### src/rtl/startup_sequencer.sv
// Power-up release sequencer: holds every downstream stage in reset, then releases
// them one at a time in ascending order, waiting for each stage's ready acknowledge.
module startup_sequencer #(
  parameter int NUM_STAGES     = 3,
  parameter int HOLD_CYCLES    = 15,
  parameter int TIMEOUT_CYCLES = 255,
  parameter int COUNTER_WIDTH  = 8,
  parameter int IDX_WIDTH      = 2
) (
  input  logic                  clock_in,
  input  logic                  reset,
  input  logic [NUM_STAGES-1:0] stage_ready,
  input  logic                  rerun,
  output logic [NUM_STAGES-1:0] stage_reset,
  output logic                  all_ready,
  output logic                  error,
  output logic [IDX_WIDTH-1:0]  error_stage
);

  typedef enum logic [1:0] {
    ST_HOLD  = 2'd0,
    ST_WAIT  = 2'd1,
    ST_DONE  = 2'd2,
    ST_FAULT = 2'd3
  } state_t;

  localparam logic [COUNTER_WIDTH-1:0] HOLD_LAST    = COUNTER_WIDTH'(HOLD_CYCLES - 1);
  localparam logic [COUNTER_WIDTH-1:0] TIMEOUT_LAST = COUNTER_WIDTH'(TIMEOUT_CYCLES - 1);
  localparam logic [COUNTER_WIDTH-1:0] CNT_ZERO     = {COUNTER_WIDTH{1'b0}};
  localparam logic [COUNTER_WIDTH-1:0] CNT_ONE      = COUNTER_WIDTH'(1);
  localparam logic [IDX_WIDTH-1:0]     IDX_ZERO     = {IDX_WIDTH{1'b0}};
  localparam logic [IDX_WIDTH-1:0]     IDX_ONE      = IDX_WIDTH'(1);
  localparam logic [IDX_WIDTH-1:0]     IDX_LAST     = IDX_WIDTH'(NUM_STAGES - 1);
  localparam logic [NUM_STAGES-1:0]    ALL_ONES     = {NUM_STAGES{1'b1}};

  state_t                  state_q, state_d;
  logic [COUNTER_WIDTH-1:0] cnt_q, cnt_d;
  logic [IDX_WIDTH-1:0]    idx_q, idx_d;
  logic [NUM_STAGES-1:0]   stage_reset_q, stage_reset_d;
  logic                    all_ready_q, all_ready_d;
  logic                    error_q, error_d;
  logic [IDX_WIDTH-1:0]    error_stage_q, error_stage_d;
  logic                    ready_sel;
  logic [IDX_WIDTH-1:0]    idx_inc;

  // Ready of the stage currently being waited on; every other bit is ignored.
  function automatic logic select_ready(input logic [NUM_STAGES-1:0] rdy,
                                        input logic [IDX_WIDTH-1:0]  idx);
    logic r;
    r = 1'b0;
    for (int i = 0; i < NUM_STAGES; i++) begin
      r = (IDX_WIDTH'(i) == idx) ? rdy[i] : r;
    end
    return r;
  endfunction

  function automatic logic [IDX_WIDTH-1:0] lowest_low(input logic [NUM_STAGES-1:0] rdy);
    logic [IDX_WIDTH-1:0] r;
    r = IDX_ZERO;
    for (int i = NUM_STAGES - 1; i >= 0; i--) begin
      r = rdy[i] ? r : IDX_WIDTH'(i);
    end
    return r;
  endfunction

  // Stages 0..idx released (reset low), all higher stages still held.
  function automatic logic [NUM_STAGES-1:0] release_mask(input logic [IDX_WIDTH-1:0] idx);
    logic [NUM_STAGES-1:0] m;
    m = ALL_ONES;
    for (int i = 0; i < NUM_STAGES; i++) begin
      m[i] = (IDX_WIDTH'(i) > idx) ? 1'b1 : 1'b0;
    end
    return m;
  endfunction

  assign ready_sel = select_ready(stage_ready, idx_q);
  assign idx_inc   = idx_q + IDX_ONE;

  // Next-state and next-output logic for the release sequence.
  always_comb begin
    state_d       = state_q;
    cnt_d         = cnt_q;
    idx_d         = idx_q;
    stage_reset_d = stage_reset_q;
    all_ready_d   = all_ready_q;
    error_d       = error_q;
    error_stage_d = error_stage_q;

    case (state_q)
      ST_HOLD: begin
        stage_reset_d = ALL_ONES;
        if (cnt_q == HOLD_LAST) begin
          state_d       = ST_WAIT;
          idx_d         = IDX_ZERO;
          cnt_d         = CNT_ZERO;
          stage_reset_d = release_mask(IDX_ZERO);
        end else begin
          cnt_d = cnt_q + CNT_ONE;
        end
      end

      ST_WAIT: begin
        // A ready seen on the timeout cycle still counts as success.
        if (ready_sel) begin
          cnt_d = CNT_ZERO;
          if (idx_q == IDX_LAST) begin
            state_d     = ST_DONE;
            all_ready_d = 1'b1;
          end else begin
            idx_d         = idx_inc;
            stage_reset_d = release_mask(idx_inc);
          end
        end else if (cnt_q == TIMEOUT_LAST) begin
          state_d       = ST_FAULT;
          cnt_d         = CNT_ZERO;
          error_d       = 1'b1;
          error_stage_d = idx_q;
          stage_reset_d = ALL_ONES;
        end else begin
          cnt_d = cnt_q + CNT_ONE;
        end
      end

      ST_DONE: begin
        if (rerun) begin
          state_d       = ST_HOLD;
          cnt_d         = CNT_ZERO;
          idx_d         = IDX_ZERO;
          stage_reset_d = ALL_ONES;
          all_ready_d   = 1'b0;
          error_d       = 1'b0;
          error_stage_d = IDX_ZERO;
        end else if (stage_ready != ALL_ONES) begin
          state_d       = ST_FAULT;
          cnt_d         = CNT_ZERO;
          stage_reset_d = ALL_ONES;
          all_ready_d   = 1'b0;
          error_d       = 1'b1;
          error_stage_d = lowest_low(stage_ready);
        end else begin
          state_d = ST_DONE;
        end
      end

      ST_FAULT: begin
        if (rerun) begin
          state_d       = ST_HOLD;
          cnt_d         = CNT_ZERO;
          idx_d         = IDX_ZERO;
          stage_reset_d = ALL_ONES;
          all_ready_d   = 1'b0;
          error_d       = 1'b0;
          error_stage_d = IDX_ZERO;
        end else begin
          state_d = ST_FAULT;
        end
      end

      default: begin
        state_d       = ST_HOLD;
        cnt_d         = CNT_ZERO;
        idx_d         = IDX_ZERO;
        stage_reset_d = ALL_ONES;
        all_ready_d   = 1'b0;
        error_d       = 1'b0;
        error_stage_d = IDX_ZERO;
      end
    endcase
  end

  // State and output registers with synchronous reset back into HOLD.
  always_ff @(posedge clock_in) begin
    if (reset) begin
      state_q       <= ST_HOLD;
      cnt_q         <= CNT_ZERO;
      idx_q         <= IDX_ZERO;
      stage_reset_q <= ALL_ONES;
      all_ready_q   <= 1'b0;
      error_q       <= 1'b0;
      error_stage_q <= IDX_ZERO;
    end else begin
      state_q       <= state_d;
      cnt_q         <= cnt_d;
      idx_q         <= idx_d;
      stage_reset_q <= stage_reset_d;
      all_ready_q   <= all_ready_d;
      error_q       <= error_d;
      error_stage_q <= error_stage_d;
    end
  end

  assign stage_reset = stage_reset_q;
  assign all_ready   = all_ready_q;
  assign error       = error_q;
  assign error_stage = error_stage_q;

endmodule

### config.mk
export PLATFORM = sky130hd
export DESIGN_NAME = startup_sequencer
export DESIGN_NICKNAME = d
export VERILOG_FILES = /design/src/rtl/startup_sequencer.sv
export SDC_FILE = /design/constraint.sdc
export NUM_CORES = 1
export LEC_CHECK = 0
export ABC_CLOCK_PERIOD_IN_PS = 2900
export CELL_PAD_IN_SITES_DETAIL_PLACEMENT = 1
export CELL_PAD_IN_SITES_GLOBAL_PLACEMENT = 2
export CORE_AREA = 5 5 64 66
export CTS_CLUSTER_DIAMETER = 150
export DETAILED_ROUTE_END_ITERATION = 10
export DIE_AREA = 0 0 69 71
export PLACE_DENSITY_LB_ADDON = 0.3
export RECOVER_POWER = 25
export REMOVE_ABC_BUFFERS = 1
export SLEW_MARGIN = 20
export SYNTH_ARGS = -nofsm -noshare
export SYNTH_HDL_FRONTEND = slang
export SYNTH_SLANG_ARGS = --single-unit
### constraint.sdc
create_clock -name clock_in -period 2.9 [get_ports clock_in]
set_input_delay 0.435 -clock clock_in [delete_from_list [all_inputs] [get_ports clock_in]]
set_output_delay 0.435 -clock clock_in [all_outputs]
set_load 0.05 [all_outputs]
==> results.md, run 1 <==
- WL/cell: 15.4 microns
- Initial antenna violation count: 0
- Crit path time final: 2.33 ns
- Post-Syn Instances: 131
- Synth Flop Type: dfxtp_1
- Final WS setup: 0.565 ns
- Post-synthesis average cell area: 8.18 sq um
- Nets: 160
- CTS tree: built
- Post-cts sizing count: 0
- Final Hold Fails: 0
- Max Fclk: 428 MHz
- Routed vias: 1,051
- I/O pin count: 13
- Post-synthesis sequential area ratio: 35.5%
- Clock transition at the registers of the reported paths: 0.11 ns
- Cell Chain, Critical Path: inv_1, ha_1, a21oi_1, a211oi_1, a2111o_1, or3_1, a31oi_1
- Fraction of layout cells with a size suffix above 1: 6.80%
- Slew margin rel.: 58.9%
- Pre-CTS WS: 0.365 ns
- Status: completed
- GP Congestion: 0.872
- Pins Over Slew Limit: 0
- Number of global-route vias before repair: 1,064
- DIE WIDTH: 69 microns
- YS warnings: 0
- Final Setup Violations: 0
- Syn-to-layout area delta: 20.3%
- Tcrit/Tclk final: 80.5%
- Final worst clock skew: 0.00187 ns
- Worst stage delay on the critical path: 0.53 ns
- Post-synth ARST share: 0%
- CP bufs+invs: 1
- Largest net degree at the start of global routing: 15
- #FFs+latches synth: 19
- PD cells: 340 nW/um^2
- Mapped cell area: 1070 sq um
- Row Count: 22
- CTS buffer count: 3
- Family with the most delay on the worst path: compound AO/OA/AOI/OAI gates
- Hold_buf cts: 0
- DRT iter0 DRCs: 51
- Die height: 71 microns
- Grt ovf: 0
- Core ar.: 3520 sq um
- Max rail drop VDD: 0.147 mV
- HPWL Detailed: 2270 microns
- Startpoint Class: flip-flop
- RSZ-0062 raised after global routing: false
- CP max stage cell: a2111o_1
- Die ar.: 4900 sq um
- Setup TNS: 0 ns
- Global Route Usage Sum: 12.6%
- TritonRoute pass-1 iters: 4
- Crit. End Element: flip-flop
- Clk sinks: 19
- Drc violations: 0
- WP data required: 3.13 ns
- Clock Path Buffers: 2
- Leakage dissipation: 0.456 nW
- Post-synth EDFFs: 0
- WL final: 3010 microns
- Initial Util: 30.4%
- Worst Path Arrival: 2.56 ns
- PortBufs: 12
- First-pass GRT wire length: 5110 microns
- Antenna fix cells: 0
- Hold Path Class: flip-flop to flip-flop
- Worst-path maximum fanout: 7
- Final ANT Viol Nets: 0
- Max-cap viol count: 0
- Slew @ Worst Pin: 0.613 ns
- Worst skew pair latency: 0.29 ns
- Post-CTS setup buffer count: 0
- Critical setup path kind: flip-flop to flip-flop
- H-tree lvl count: 1
- Fillers: 451
- Root buffer cell: clkbuf_4
- Vias per cell: 5.39
- Library cells used by synthesis: 30
## kinds of logic after synthesis
logic type / share of synthesized area (%)
buffers and inverters: 3.15
muxes: 1.87
AOI/OAI and AO/OA: 22.1
DFF: 35.5
adders and majority gates: 7.01
and+or+nand+nor: 30.4
## tightest hold or removal path, cell delays in order (launching register included)
cell     delay, ns
dfxtp_1       0.32
o21ai_0       0.06
a21oi_1       0.06
## area by class of cell
type | instances | area (sq um) | share of cell area, %
clock buffer | 4 | 26.3 | 2.04
inverter | 6 | 22.5 | 1.75
multi-input combinational | 103 | 657 | 51.0
sequential | 19 | 380 | 29.5
tap | 48 | 60.1 | 4.66
timing repair buffer | 15 | 143 | 11.1
## flip-flops by register name (all words and copies together), names as in the netlist
name	cells
stage_reset	3
error_stage	2
error	1
idx_q	2
cnt_q	8
all_ready	1
state_q	2
## cells in the mapped netlist (all sizes together) (2+ instances only)
master,n,area [sq um]
a21o,2,15.0
a21oi,9,45.0
a31oi,10,62.6
and2,2,12.5
and3,3,18.8
and4b,2,20.0
clkbuf,3,11.3
dfxtp,19,380
ha,6,75.1
inv,6,22.5
mux2i,2,20.0
nand2,13,48.8
nand3,7,35.0
nand3b,3,22.5
nand4,6,37.5
nor2,6,22.5
nor2b,4,25.0
nor3,3,20.0
o21ai,9,45.0
or3,7,43.8
## placed cells by master (no fill, tap or decap), drive strengths merged
cell type      Yosys  final
nand3              7      7
buf                0      3
dlygate4sd3        0      4
a21oi              9      9
a2111oi            1      1
and2               2      2
dfxtp             19     19
a31oi             10     10
nor2b              4      4
clkdlybuf4s50      0      8
nand2             13     13
o21ai              9      9
and4b              2      2
nor2               6      6
nand4              6      6
inv                6      6
or4                1      1
or3                7      7
o21a               1      1
ha                 6      6
nor3               3      3
clkbuf             3      4
and4               1      1
a2111o             1      1
a211oi             1      1
a21o               2      2
o221a              1      1
nand3b             3      3
mux2i              2      2
a311oi             1      1
o31ai              1      1
and3               3      3
## path summary, 6_finish.rpt
check	from	to	slack, ns	cells after the start
worst max-delay path	idx_q[0]$_SDFFE_PP0P_	cnt_q[7]$_SDFFE_PP0P_	0.57	7
worst min-delay path	error_stage[1]$_SDFFE_PP0P_	error_stage[1]$_SDFFE_PP0P_	0.48	2
worst max register to register	idx_q[0]$_SDFFE_PP0P_	cnt_q[7]$_SDFFE_PP0P_	0.57	7
worst min register to register	error_stage[1]$_SDFFE_PP0P_	error_stage[1]$_SDFFE_PP0P_	0.48	2
## routing by layer
layer	track usage (%)	part of all wire, %	vias to the layer above
met5	0	0	-
met2	19.2	46	16
met1	17.7	50	510
li1	-	-	523
met3	2.84	3.6	2
met4	3.90	0.63	0
## power breakdown
group | internal (mW) | leakage (nW) | switching [mW]
Clock | 0.0535 | 0.0150 | 0.0833
Combinational | 0.0155 | 0.287 | 0.0165
Sequential | 0.264 | 0.154 | 0.00561
Total | 0.333 | 0.456 | 0.105
## stage by stage
step	hold WS, ns	util (%)	total power [mW]	area, sq um	instances
finish	0.483	36.6	0.439	1290	195
global route	0.512	36.6	0.464	1290	195
CTS	0.487	36.6	0.444	1290	195
detailed placement	0.460	35.8	0.308	1260	191
global placement	0.451	35.8	0.307	1260	191
floorplan	0.460	-	0.289	1060	128
(Power assumes the default switching activity.)
==> run 2, diff against run 1 <==
- ABC_CLOCK_PERIOD_IN_PS: 2900 -> 2300
- clock period: 2.9 -> 2.3 ns (I/O delays scaled with it)
==> results.md, run 2 (synthesis results as in run 1) <==
- Status: completed (unchanged)
- Max-cap viol count: 0 (unchanged)
- Number of global-route vias before repair: 1,069 (was 1,064)
- Tcrit/Tclk final: 91.3% (was 80.5%)
- CTS buffer count: 3 (unchanged)
- Hold_buf cts: 0 (unchanged)
- Root buffer cell: clkbuf_4 (unchanged)
- WL final: 3030 microns (was 3010 microns)
- Nets: 166 (was 160)
- TritonRoute pass-1 iters: 4 (unchanged)
- DRT iter0 DRCs: 62 (was 51)
- CP bufs+invs: 3 (was 1)
- WL/cell: 15.1 microns (was 15.4 microns)
- Most flops, register: cnt_q (unchanged)
- Pre-CTS WS: 0.0661 ns (was 0.365 ns)
- Row Count: 22 (unchanged)
- Fillers: 449 (was 451)
- CP max stage cell: dfxtp_1 (was a2111o_1)
- I/O pin count: 13 (unchanged)
- Flop2flop setup slack: 0.20 ns (was 0.57 ns)
- Largest register FFs: 8 (unchanged)
- Pins Over Slew Limit: 0 (unchanged)
- Final Setup Violations: 0 (unchanged)
- Final Hold Fails: 0 (unchanged)
- Hold_sp: error$_SDFFE_PP0P_ (was error_stage[1]$_SDFFE_PP0P_)
- Most common cell after layout, fill and taps aside: dfxtp_1 (unchanged)
- Worst Path Arrival: 2.32 ns (was 2.56 ns)
- Global Route Usage Sum: 12.6% (about the same)
- Fraction of layout cells with a size suffix above 1: 12.4% (was 6.80%)
- Slew @ Worst Pin: 0.586 ns (was 0.613 ns)
- Final worst clock skew: 0.00642 ns (was 0.00187 ns)
- Max rail drop VDD: 0.200 mV (was 0.147 mV)
- Final WS setup: 0.200 ns (was 0.565 ns)
- Routed vias: 1,065 (was 1,051)
- Vias per cell: 5.30 (was 5.39)
- Slew margin rel.: 61.0% (was 58.9%)
- RSZ-0062 raised after global routing: false (unchanged)
- GP Congestion: 0.752 (was 0.872)
- Die ar.: 4900 sq um (unchanged)
- R2r endpoint: cnt_q[6]$_SDFFE_PP0P_ (was cnt_q[7]$_SDFFE_PP0P_)
- PD cells: 412 nW/um^2 (was 340 nW/um^2)
- Syn-to-layout area delta: 25.1% (was 20.3%)
- Crit path time final: 2.10 ns (was 2.33 ns)
- Final ANT Viol Nets: 0 (unchanged)
- Family with the most delay on the worst path: compound AO/OA/AOI/OAI gates (unchanged)
- Leakage dissipation: 0.481 nW (was 0.456 nW)
- First-pass GRT wire length: 5190 microns (was 5110 microns)
- CTS tree: built (unchanged)
- HPWL Detailed: 2350 microns (was 2270 microns)
- Die height: 71 microns (unchanged)
- Setup TNS: 0 ns (unchanged)
- H-tree lvl count: 1 (unchanged)
- Worst R2R Path Depth: 9 (was 7)
- Largest net degree at the start of global routing: 15 (unchanged)
- Hold Path Class: flip-flop to flip-flop (unchanged)
- Worst-path maximum fanout: 8 (was 7)
- Worst skew pair latency: 0.29 ns (about the same)
- Hold Crit Endpoint: error$_SDFFE_PP0P_ (was error_stage[1]$_SDFFE_PP0P_)
- Max Fclk: 476 MHz (was 428 MHz)
- Clock Path Buffers: 2 (unchanged)
- Clk sinks: 19 (unchanged)
- Crit. End Element: flip-flop (unchanged)
- FF/Latch Area: 382 sq um (was 380 sq um)
- Antenna fix cells: 0 (unchanged)
- Worst stage delay on the critical path: 0.43 ns (was 0.53 ns)
- Initial Util: 30.4% (unchanged)
- Core ar.: 3520 sq um (unchanged)
- Grt ovf: 0 (unchanged)
- Critical setup path kind: flip-flop to flip-flop (unchanged)
- Most frequent cells in the layout: dfxtp_1, nand2_1, a31oi_1, o21ai_0 (was dfxtp_1, nand2_1, a31oi_1, a21oi_1, o21ai_0)
- DIE WIDTH: 69 microns (unchanged)
- Cell Chain, Critical Path: inv_1, ha_1, a21oi_2, a211oi_1, buf_4, a2111oi_2, buf_4, nand3_1, a31oi_1 (was inv_1, ha_1, a21oi_1, a211oi_1, a2111o_1, or3_1, a31oi_1)
- Clock transition at the registers of the reported paths: 0.11 ns (about the same)
- Post-Route Utilization: 38.0% (was 36.6%)
- Top cell by count, worst path: buf_4
- Initial antenna violation count: 0 (unchanged)
- Launch point of the worst reg-to-reg path: idx_q[1]$_SDFFE_PP0P_ (was idx_q[0]$_SDFFE_PP0P_)
- Footprint of the multi-input gates: 666 sq um (was 657 sq um)
- Placed Area: 1310 sq um (was 1260 sq um)
- Final Cell Area: 1340 sq um (was 1290 sq um)
- PortBufs: 12 (unchanged)
- Hold Crit Depth: 1 (was 2)
- WP data required: 2.52 ns (was 3.13 ns)
- Startpoint Class: flip-flop (unchanged)
- Drc violations: 0 (unchanged)
run 2: cell types whose count changed in the layout (fill, tap and decap cells not counted), sizes merged:
cell / previous run / this run
clkbuf: 4 / 5
buf: 3 / 8
run 2: layer usage:
metal	wire length [microns]	share of wire, %	track usage (%)	vias up
met5	0	0	0	-
met1	1580	52	18.2	518
met3	70	2.3	2.27	2
met2	1360	45	20.3	9
li1	-	-	-	536
met4	15	0.50	1.30	0
run 2: per-stage QoR:
stage          cells  hold slack, ns  total power [mW]
6_report         201           0.474             0.553
5_1_grt          201           0.505             0.582
4_1_cts          201           0.488             0.563
3_5_place_dp     197           0.457             0.392
3_3_place_gp     197           0.451             0.392
2_1_floorplan    128           0.414             0.364
run 2: area by class of cell:
type	instances	share of cell area [%]
Multi-Input combinational cell	103	49.7
Sequential cell	19	28.5
Timing Repair Buffer	21	13.7
Tap cell	48	4.48
Clock buffer	4	1.96
Inverter	6	1.68
run 2: repair_timing:
item	CTS	global route
gates resized for setup	0	4
buffers inserted	0	0
endpoints found under the setup margin	0	6
run 2: power breakdown:
| group | internal (mW) | switching, mW | leakage [nW] | total [mW] |
|---|---|---|---|---|
| Sequential | 0.333 | 0.00522 | 0.154 | 0.338 |
| Combinational | 0.0232 | 0.0232 | 0.312 | 0.0464 |
| Clock | 0.0672 | 0.101 | 0.0150 | 0.168 |
| Total | 0.424 | 0.129 | 0.481 | 0.553 |
run 2: worst max path at each step:
stage                           from               endpoint  slack, ns  depth (start not counted)
2_1_floorplan  idx_q[0]$_SDFFE_PP0P_  cnt_q[7]$_SDFFE_PP0P_       0.28                          7
3_3_place_gp          stage_ready[1]  cnt_q[4]$_SDFFE_PP0P_        0.1                          6
3_5_place_dp          stage_ready[1]  cnt_q[4]$_SDFFE_PP0P_       0.07                          6
4_1_cts        idx_q[0]$_SDFFE_PP0P_  cnt_q[4]$_SDFFE_PP0P_       0.03                          7
5_1_grt        idx_q[1]$_SDFFE_PP0P_  cnt_q[4]$_SDFFE_PP0P_       0.02                          9
6_report       idx_q[1]$_SDFFE_PP0P_  cnt_q[6]$_SDFFE_PP0P_       0.20                          9
==> variant (config.mk and constraints of run 1) <==
The parameter `NUM_STAGES` goes from 3 to 5.
--- a/src/rtl/startup_sequencer.sv
+++ b/src/rtl/startup_sequencer.sv
@@ -1,7 +1,7 @@
 // Power-up release sequencer: holds every downstream stage in reset, then releases
 // them one at a time in ascending order, waiting for each stage's ready acknowledge.
 module startup_sequencer #(
-  parameter int NUM_STAGES     = 3,
+  parameter int NUM_STAGES     = 5,
   parameter int HOLD_CYCLES    = 15,
   parameter int TIMEOUT_CYCLES = 255,
   parameter int COUNTER_WIDTH  = 8,
Ports: changed (resized stage_ready and stage_reset); port bits go from 13 to 17. No check against the original RTL was run, so the function may have changed too.
==> variant against run 1 <==
- routed wire length grew 7.4%
- total power up 11%
- synthesized area grew 13%
- combinational power rose by 24%
- sequential cell count grew 1
- critical endpoint is now idx_q[1]
- final area up 13%
- sequential power increased by 5%
- count of clock-buffer cells in the layout unchanged
- worst setup slack improved by 0.037 ns
==> variant: results (changes against run 1) <==
setup_path:
  r2r_slack_ns: 0.60  # was 0.57 ns
  rr_endpoint: "idx_q[1]"  # was cnt_q[7]
  cp_slowest_cell: "dfxtp_1"  # was a2111o_1
  arrival_ns: 2.55  # was 2.56 ns
worst_hold_path:
  min_from: "error"  # was error_stage[1]
grt:
  gr-usage-all-layers_pct: 14.0  # was 12.6%
  grt_pass1_vias: 1170  # was 1,064
  grt_pass1_wl_microns: 5710  # was 5110 microns
drt:
  first_iter_violations: 25  # was 51
  drt-total-wl_microns: 3230  # was 3010 microns
synth:
  synth_cells: 153  # was 131
  ys_seq_area_share_pct: 33.1  # was 35.5%
  ys_top_cells_by_area: "dfxtp_1 33%, ha_1 7.2%, nand2_1 4.3%"  # was dfxtp_1 36%, ha_1 7.0%, a31oi_1 5.8%
  synth.distinct_cells: 43  # was 30
  synthTopCellsByCount: "20 x dfxtp_1, 14 x nand2_1, 14 x nor2_1"  # was 19 x dfxtp_1, 13 x nand2_1, 10 x a31oi_1
final_layout:
  drive_gt1_share_pct: 7.06  # was 6.80%
  finalNetCount: 186  # was 160
placed_design:
  dp_hpwl_microns: 2570  # was 2270 microns
  dp_cells: 214  # was 191
  io_buffers: 16  # was 12
timing:
  worstMarginPinSlew_ns: 0.509  # was 0.613 ns
  skew_ns: 0.00615  # was 0.00187 ns
power:
  leakagePower_nw: 0.558  # was 0.456 nW
  ir_drop_mv: 0.174  # was 0.147 mV
status:
  outcome: "finished, final reports clean"  # unchanged
-- variant: changes by cell type after synthesis, moves of 4 or more --
| cell | delta |
|---|---|
| nand4_1 | -4 |
| or3_1 | -7 |
| o21ai_0 | -5 |
| inv_1 | +5 |
| o21ai_1 | +5 |
| nor2_1 | +8 |
| a31oi_1 | -6 |
-- variant: routing by layer --
layer	track usage, %	wire, microns
met3	2.70	61
met1	17.6	1530
met5	0	0
met4	5.21	46
met2	23.5	1590
-- variant: through the flow --
| stage | hold WS [ns] | instance area [sq um] | setup WS [ns] | total power [W] | utilization, % |
|---|---|---|---|---|---|
| floorplan | 0.486 | 1180 | 0.866 | 0.000306 | - |
| global placement | 0.450 | 1420 | 0.640 | 0.000328 | 40.3 |
| detailed placement | 0.448 | 1420 | 0.517 | 0.000330 | 40.3 |
| CTS | 0.467 | 1460 | 0.606 | 0.000495 | 41.4 |
| global route | 0.494 | 1460 | 0.453 | 0.000512 | 41.4 |
| finish | 0.455 | 1460 | 0.602 | 0.000488 | 41.4 |
-- variant: power breakdown --
part / internal [W] / leakage (nW) / total (W) / switching (W)
Sequential: 0.000279 / 0.162 / 0.000283 / 0.00000471
Clock: 0.0000766 / 0.0210 / 0.000165 / 0.0000885
Combinational: 0.0000191 / 0.375 / 0.0000397 / 0.0000205
Total: 0.000374 / 0.558 / 0.000488 / 0.000114
-- variant: kinds of logic after synthesis --
group           synth area share [%]
compound gates                  22.7
xor+xnor                       0.725
fa+ha+maj                       7.25
buf+inv                         5.90
flops                           33.1
mux                            0.828
simple gates                    29.5
-- variant: worst max-delay path by stage --
| stage | cells after the start | endpoint |
|---|---|---|
| after floorplan | 7 | cnt_q[4] |
| after global routing | 7 | idx_q[1] |
| after detailed placement | 6 | idx_q[1] |
| final | 7 | idx_q[1] |
| after CTS | 7 | idx_q[1] |
| after global placement | 6 | stage_reset[2] |
-- variant: layout make-up --
type | count | area, sq um
timing repair buffer | 19 | 183
inverter | 11 | 41.3
sequential | 20 | 400
multi-input combinational | 116 | 737
fill | 458 | 2070
tap | 48 | 60.1
clock buffer | 4 | 36.3
-- variant: worst max-delay path, delay by kind of cell (launching register included) --
kind,cells,cell delay (ns)
AOI/OAI and AO/OA,3,0.69
and+or+nand+nor,2,0.66
DFF,1,0.48
adders and majority gates,1,0.30
buffers and inverters,1,0.13
